File: src/rtl/uart_rx_pkg.sv
// uart_rx_pkg: shared widths and entry layout for the UART receive buffer.
// Entry layout is {frm_err, par_err, data}.
package uart_rx_pkg;

  localparam int RX_DATA_W = 8;
  localparam int RX_DEPTH  = 8;
  localparam int ENTRY_W   = RX_DATA_W + 2;
  localparam int PTR_W     = $clog2(RX_DEPTH);
  localparam int CNT_W     = PTR_W + 1;

  typedef struct packed {
    logic                 frm_err;
    logic                 par_err;
    logic [RX_DATA_W-1:0] data;
  } rx_entry_t;

  function automatic int entry_w(int data_w);
    return data_w + 2;
  endfunction

  function automatic int ptr_w(int depth);
    return $clog2(depth);
  endfunction

  function automatic int cnt_w(int depth);
    return $clog2(depth) + 1;
  endfunction

endpackage

File: src/rtl/rx_buf_mem.sv
// rx_buf_mem: DEPTH x W register array, synchronous write,
// combinational read, storage is not reset.
module rx_buf_mem #(
  parameter int W     = 10,
  parameter int DEPTH = 8
) (
  input  logic                     clk,
  input  logic                     we,
  input  logic [$clog2(DEPTH)-1:0] waddr,
  input  logic [W-1:0]             wdata,
  input  logic [$clog2(DEPTH)-1:0] raddr,
  output logic [W-1:0]             rdata
);

  logic [W-1:0] mem [DEPTH];

  always_ff @(posedge clk) begin
    if (we) mem[waddr] <= wdata;
  end

  assign rdata = mem[raddr];

endmodule

File: src/rtl/uart_rx_buffer.sv
// uart_rx_buffer: tagged receive FIFO behind the UART receiver.
// Optional UART_RX_DROP_ERR_EN discards error frames and counts them.
module uart_rx_buffer
  import uart_rx_pkg::*;
#(
  parameter int DATA_WIDTH = RX_DATA_W,
  parameter int DEPTH      = RX_DEPTH
) (
  input  logic                      CLK,
  input  logic                      RST,
  input  logic [DATA_WIDTH-1:0]     RX_P_DATA,
  input  logic                      RX_DATA_VALID,
  input  logic                      RX_PAR_ERR,
  input  logic                      RX_FRM_ERR,
  output logic [DATA_WIDTH-1:0]     OUT_DATA,
  output logic                      OUT_PAR_ERR,
  output logic                      OUT_FRM_ERR,
  output logic                      OUT_VALID,
  input  logic                      OUT_READY,
  output logic [cnt_w(DEPTH)-1:0]   COUNT,
  output logic                      FULL,
  output logic                      EMPTY,
  output logic                      OVERFLOW,
`ifdef UART_RX_DROP_ERR_EN
  output logic [7:0]                ERR_DROP_CNT,
`endif
  input  logic                      CLR_OVF
);

  localparam int EW = entry_w(DATA_WIDTH);
  localparam int AW = ptr_w(DEPTH);
  localparam int NW = cnt_w(DEPTH);

  logic          vld_q;
  logic          armed;
  logic          cap;
  logic          cap_ok;
  logic          pop;
  logic          push;
  logic          ovf_set;
  logic          ovf;
  logic [AW-1:0] wr_ptr;
  logic [AW-1:0] rd_ptr;
  logic [NW-1:0] cnt;
  logic [EW-1:0] rd_entry;

  // armed blocks a capture on the first cycle after reset,
  // so a valid level held through reset is never taken as a frame
  assign cap = RX_DATA_VALID & ~vld_q & armed;

`ifdef UART_RX_DROP_ERR_EN
  logic rx_err;
  assign rx_err = RX_PAR_ERR | RX_FRM_ERR;
  assign cap_ok = cap & ~rx_err;

  always_ff @(posedge CLK) begin
    if (RST) begin
      ERR_DROP_CNT <= '0;
    end else if (cap & rx_err & (ERR_DROP_CNT != 8'hFF)) begin
      ERR_DROP_CNT <= ERR_DROP_CNT + 8'd1;
    end
  end
`else
  assign cap_ok = cap;
`endif

  assign EMPTY     = (cnt == '0);
  assign FULL      = (cnt == NW'(DEPTH));
  assign OUT_VALID = ~EMPTY;
  assign COUNT     = cnt;
  assign OVERFLOW  = ovf;

  assign pop     = OUT_VALID & OUT_READY;
  assign push    = cap_ok & (~FULL | pop);
  assign ovf_set = cap_ok & FULL & ~pop;

  assign {OUT_FRM_ERR, OUT_PAR_ERR, OUT_DATA} =
    EMPTY ? '0 : rd_entry;

  always_ff @(posedge CLK) begin
    if (RST) begin
      vld_q  <= 1'b0;
      armed  <= 1'b0;
      wr_ptr <= '0;
      rd_ptr <= '0;
      cnt    <= '0;
      ovf    <= 1'b0;
    end else begin
      vld_q <= RX_DATA_VALID;
      armed <= 1'b1;
      if (push) wr_ptr <= wr_ptr + AW'(1);
      if (pop)  rd_ptr <= rd_ptr + AW'(1);
      unique case ({push, pop})
        2'b10:   cnt <= cnt + NW'(1);
        2'b01:   cnt <= cnt - NW'(1);
        default: cnt <= cnt;
      endcase
      ovf <= ovf_set | (ovf & ~CLR_OVF);
    end
  end

  rx_buf_mem #(
    .W     (EW),
    .DEPTH (DEPTH)
  ) u_mem (
    .clk   (CLK),
    .we    (push),
    .waddr (wr_ptr),
    .wdata ({RX_FRM_ERR, RX_PAR_ERR, RX_P_DATA}),
    .raddr (rd_ptr),
    .rdata (rd_entry)
  );

endmodule
File: config.mk
export PLATFORM = sky130hd
export DESIGN_NAME = uart_rx_buffer
export DESIGN_NICKNAME = d
export VERILOG_FILES = /design/src/rtl/uart_rx_pkg.sv /design/src/rtl/rx_buf_mem.sv /design/src/rtl/uart_rx_buffer.sv
export SDC_FILE = /design/constraint.sdc
export NUM_CORES = 1
export LEC_CHECK = 0
export ABC_AREA = 1
export CORE_MARGIN = 8
export CORE_UTILIZATION = 25
export DETAILED_ROUTE_END_ITERATION = 8
export SLEW_MARGIN = 20
export SYNTH_ARGS = -nofsm -noshare
export SYNTH_HDL_FRONTEND = slang
export SYNTH_HIERARCHICAL = 1
export SYNTH_SLANG_ARGS = --single-unit
File: constraint.sdc
create_clock -name CLK -period 2.28 [get_ports CLK]
set_clock_uncertainty 0.15 [all_clocks]
set_input_delay 0.456 -clock CLK [delete_from_list [all_inputs] [get_ports CLK]]
set_output_delay 0.456 -clock CLK [all_outputs]
set_load 0.03 [all_outputs]
**Word level (Yosys, flattened, before mapping)**

Memory sizes are Yosys's and may differ from the RTL's. A register that Yosys moved wholly into a read port is not among the register bits.
Cells that the tools add are included.

- Register bits: 13
- RAM bits: 80
- Bits of input ports: 15
- Logic and storage cells: 37
- Memories kept: 1

Memories:

| memory | words | bits a word | rd ports | clocked after memory_dff | write ports | line | text |
|---|---|---|---|---|---|---|---|
| u_mem.mem | 8 | 10 | 1 | 1 | 1 | rx_buf_mem.sv:15 | `logic [W-1:0] mem [DEPTH];` |

- Add/sub/neg operators: 4
- Eq/ne operators: 3
- Multiplexer cells: 7
- Bitwise gates (word level): 14
- Reductions and logical operators: 2

Operators with widths:

| operator | count |
|---|---|
| two-way mux 10 bit | 1 |
| one-hot mux 4 bit (2 select lines) | 1 |
| AND 1 bit | 7 |
| adder 3 x 1 -> 3 bit, second input constant | 2 |
| two-way mux 3 bit | 2 |
| NOT 1 bit | 5 |
| adder 4 x 1 -> 4 bit, second input constant | 1 |
| equality test 4 bit, second input constant | 1 |
| zero test 4 bit | 1 |
| subtractor 4 x 1 -> 4 bit, second input constant | 1 |
| two-way mux 1 bit | 3 |
| equality test 2 x 1 -> 1 bit, second input constant | 1 |
| equality test 2 bit, second input constant | 1 |
| OR 1 bit | 2 |
| nonzero test 2 bit | 1 |

**Depth between registers and ports, before layout**

Gate-level depths: netlist of run 1.

- Depth in word-level cells: 7
- Mapped depth: 11
- Depth with buffers taken out: 11

**Cells and area by module**

Netlist of run 1, hierarchy kept.

Modules (own cells, without submodules):

| module | instances | cells an instance | area an instance (um^2) | sequential area each (um^2) |
|---|---|---|---|---|
| rx_buf_mem | 1 | 364 | 3,613.5 | 2,402.3 |
| uart_rx_buffer | 1 | 116 | 787.0 | 260.2 |

**Least setup slack after synthesis of run 1**

No wires, ideal clock.

- Path kind: flip-flop to output port
- Start: reg cnt[2], in the netlist COUNT[2]
- End: out OUT_DATA[0]
- Data arrival time: 1.754 ns
- Slack: -0.080 ns
- Cell stages (with the launch flop): 6
- Cell sequence: dfxtp_1 nor2_1 nand2_4 inv_2 clkbuf_1 nor2_1

- Longest elaborated chain between the ends: 2

RTL lines:

| element | line | text |
|---|---|---|
| start: declaration | uart_rx_buffer.sv:44 | `logic [NW-1:0] cnt;` |
| start signal: assignment | uart_rx_buffer.sv:94 | `2'b10: cnt <= cnt + NW'(1);` |
| start signal: assignment | uart_rx_buffer.sv:95 | `2'b01: cnt <= cnt - NW'(1);` |
| start signal: assignment | uart_rx_buffer.sv:96 | `default: cnt <= cnt;` |
| zero test 4 bit | uart_rx_buffer.sv:67 | `assign EMPTY = (cnt == '0);` |
| via EMPTY | uart_rx_buffer.sv:22 | `output logic EMPTY,` |
| two-way mux 10 bit | uart_rx_buffer.sv:78 | `EMPTY ? '0 : rd_entry;` |
| end: declaration | uart_rx_buffer.sv:15 | `output logic [DATA_WIDTH-1:0] OUT_DATA,` |

The timed path passes the listed nets, and every way through them passes these cells.

==> results of run 1 <==
## repair_timing
action / 4_1_cts / 5_1_grt
pin swaps: 0 / 21
cloned: 0 / 4
setup endpoints to repair: 13 / 11
resized for setup: 10 / 60
setup buffers: 0 / 6
## sequential cells by signal, indices dropped and copies added, names as in the netlist
signal     cells
u_mem/mem     80
COUNT          4
rd_ptr         3
wr_ptr         3
OVERFLOW       1
armed          1
vld_q          1
## worst paths after layout
kind / from / to / slack [ns]
min reg2reg: OVERFLOW / OVERFLOW / 0.33
max: rd_ptr[0] / OUT_DATA[7] / 0.0003
max reg2reg: COUNT[1] / u_mem/mem[3][1] / 0.44
min: OVERFLOW / OVERFLOW / 0.33
## worst reg2reg max path, stage by stage (launching register included)
cell and delay [ns]:
dfxtp_1 0.49, nor4_4 0.09, buf_4 0.15, nand2_2 0.05
nand2_2 0.06, inv_2 0.06, nand2_1 0.12, nor2_1 0.20
buf_4 0.18
## through the flow
step	power, mW	setup TNS, ns	setup slack, ns	area (µm²)	utilization [%]
final	6.17	0	0.000307	5760	33.4
after detailed placement	4.29	0	0.0703	5090	29.5
after CTS	5.70	0	0.00481	5390	31.3
after floorplan	3.54	-0.723	-0.0803	4400	-
after global routing	6.54	-0.660	-0.0956	5760	33.4
after global placement	4.28	0	0.0827	5090	29.5
## cell type report
cell class | instances | area share, %
inverters | 116 | 8.05
repair buffers | 68 | 11.9
clock buffers | 9 | 3.91
flip-flops and latches | 93 | 46.3
clock inverters | 7 | 1.04
well taps | 225 | 4.88
repair inverters | 3 | 0.738
multi-input cells | 256 | 23.2
## synth_stat cells
cell,count
buf_8,1
buf_4,5
dfxtp_1,13
nand2_2,15
nand3_4,1
clkinv_2,1
nand2_1,138
nand4_1,2
edfxtp_1,80
inv_6,1
buf_6,4
a21oi_2,1
xor2_1,2
nand2_4,2
nor4_4,1
ha_1,3
a21oi_1,7
clkinv_1,2
o21ai_0,8
inv_1,109
nor2_1,28
buf_2,4
nand3_1,45
o21bai_1,1
clkbuf_1,1
nor2_2,2
inv_2,3
## placed cells by master (no fill, tap or decap), types with 2 or more instances in the layout
cell type          n
nand3_4            2
buf_6              4
clkinv_2           2
clkdlybuf4s50_1   19
o21ai_0            8
nor2_1            25
dfxtp_1           11
nand2_2           34
buf_12             5
dlygate4sd2_1      3
inv_1            107
inv_8              4
a21oi_1            7
inv_2              5
nand2_1          114
nand3_1           35
ha_1               3
clkinv_1           2
clkbuf_16         10
nand2_4            6
nand3_2            9
clkinv_4           3
nand4_1            2
xor2_1             2
edfxtp_1          80
nor2_2             4
buf_4             34
## logic make-up (layout without fill, tap and decap cells)
logic type | Yosys count | count (layout)
xor gates and xnor gates | 2 | 2
AOI/OAI and AO/OA | 17 | 17
adders and majority gates | 3 | 3
and+or+nand+nor | 234 | 234
DFF | 93 | 93
buffers and inverters | 131 | 203
## where the power goes
part	internal [mW]	leakage (nW)	switching, mW
Sequential	1.91	0.829	0.0768
Combinational	1.07	1.61	1.69
Clock	0.756	0.137	0.660
## layer usage
layer	vias up	global-route usage (%)	part of all wire, %
li1	1612	-	-
met1	1476	12.2	49
met2	73	13.8	45
met3	11	2.52	5.0
met4	0	2.65	1.2
met5	-	0	0
==> key figures, run 1 <==
Outcome
  • Outcome: finished, final reports clean

Logic synthesis
  • #FFs+latches synth: 93
  • Cell taking the most area after synthesis: edfxtp_1
  • Unique masters post-synth: 27
  • Synthesized area: around 4400 µm²
  • Multiplexer area fraction after synthesis: 0%
  • Area contributors post-synth: edfxtp_1 55%, nand2_1 12%, inv_1 9.3%, dfxtp_1 5.9%, nand3_1 5.1%
  • Largest family of logic cells by synthesized area: simple AND/OR/NAND/NOR gates
  • Mean Syn Cell Area: roughly 9.2 µm²
  • Top cell type's share of synthesized area: between 50% and 60%
  • Synth warn: 6
  • Simple-Gate Fraction of Synth Area: between 20% and 30%
  • Adder-Cell Fraction of Synth Area: less than 1%
  • Sequential fraction of the synthesis area: between 60% and 70%
  • Syn nets: 498
  • Area fraction in compound gates after synthesis: about 2.1%
  • Synth Area in XOR/XNOR: less than 1%
  • Post-Synthesis Cells: between 400 and 500

Timing
  • Minimum clock period after layout: about 2.3 ns
  • Final Hold Fails: 0
  • Worst-margin pin slew: between 0.4 and 0.5 ns
  • Fmax: between 400 and 500 MHz
  • Final setup viols: 0
  • Period utilization: 100%
  • Relative slew slack: 69.9%
  • WHS: between 0.3 and 0.4 ns
  • Final-report max-slew violation count: 0
  • Unrepaired setup endpoints after global routing: true

Clock tree
  • CTS tree: done
  • Clock sinks: 93
  • H-Tree Depth: 3
  • Num CTS Buffers: 9
  • Clock Latency Late Sink: ~0.34 ns
  • Clock Path Buffers: 2
  • CTS clk-pin slew, worst paths: roughly 0.06 ns
  • Root buf cell: clkbuf_16
  • Hold Buf Count CTS: 0

Placement
  • I/O Buffers: 32
  • DP HPWL: 6780 µm
  • GPL Wtd Cong: 0.792
  • Placed cells: ~750

Final layout
  • Final net count: roughly 570
  • Non-Filler Instances: ~780
  • Diode count: 0
  • Area Overhead vs Synth: 31.0%
  • FF/Latch Area: about 2700 µm²
  • Share of layout cells above drive strength 1: 24.1%
  • Area occupied by multi-input gates: 1340 µm²
  • Final-layout fill cell count: approximately 1800

Setup path
  • Endpoint class of the critical path: output port
  • Reg2reg path depth: 8
  • WP data required: roughly 1.7 ns
  • Slowest CP cell: dfxtp_4
  • CP startpoint kind: flip-flop
  • Worst path bufs/invs: 4
  • Crit Path Category: flip-flop to output port
  • CP cell instances: buf_12 -> buf_8 -> nand2_1 -> nand3_1 -> nand2_1 -> nand2_2 -> nand2_1 -> inv_1 -> nor2_1 -> buf_4
  • Critical path depth: 10
  • CP dominant cell by count: nand2_1
  • Worst path max stage delay: between 0.3 and 0.4 ns
  • Largest delay share family, worst path: buffers and inverters
  • Crit path DAT: ~1.7 ns
  • Maximum fanout along the worst path: 14

Routing
  • Vias per cell: just over 4
  • Drt drc: 0
  • WL/cell: 13.1 µm
  • Final wirelength: just over 10000 µm
  • Iteration-0 DRC Markers: between 150 and 200
  • DR pass1 iterations: 4
  • DR vias: about 3200
  • Antenna-violating nets left: 0

Min path
  • Hold path depth: 2
  • Worst min path class: flip-flop to flip-flop

Die
  • Die height: between 100 and 150 µm
  • Initial Utilization: about a quarter
  • Placement Rows: 48
  • Core area: 17200 µm²
  • Die W: between 100 and 150 µm
  • Die area: 22100 µm²
  • IO Pins: 33

Global routing
  • Total grt overflow: 0
  • GR Util All Layers: 9.06%
  • Initial antenna violation count: 0
  • First-pass GRT wire length: roughly 15000 µm
  • Vias in the first global route: 2887
  • Largest net degree at the start of global routing: 41

Pwr
  • Lkg Pwr: ~2.6 nW
  • PwrDens: 1070 nW/µm²
  • Worst vdd ir: between 0.6 and 0.7 mV

Job
  • Max_cap viols: 0
Power figures use the tool's default switching activity.
==> inputs of run 2 (changes only) <==
Settings changed: GPL_ROUTABILITY_DRIVEN set to 0.
==> results of run 2 <==
The final DEF is identical to that of run 1; final timing and power are the same.
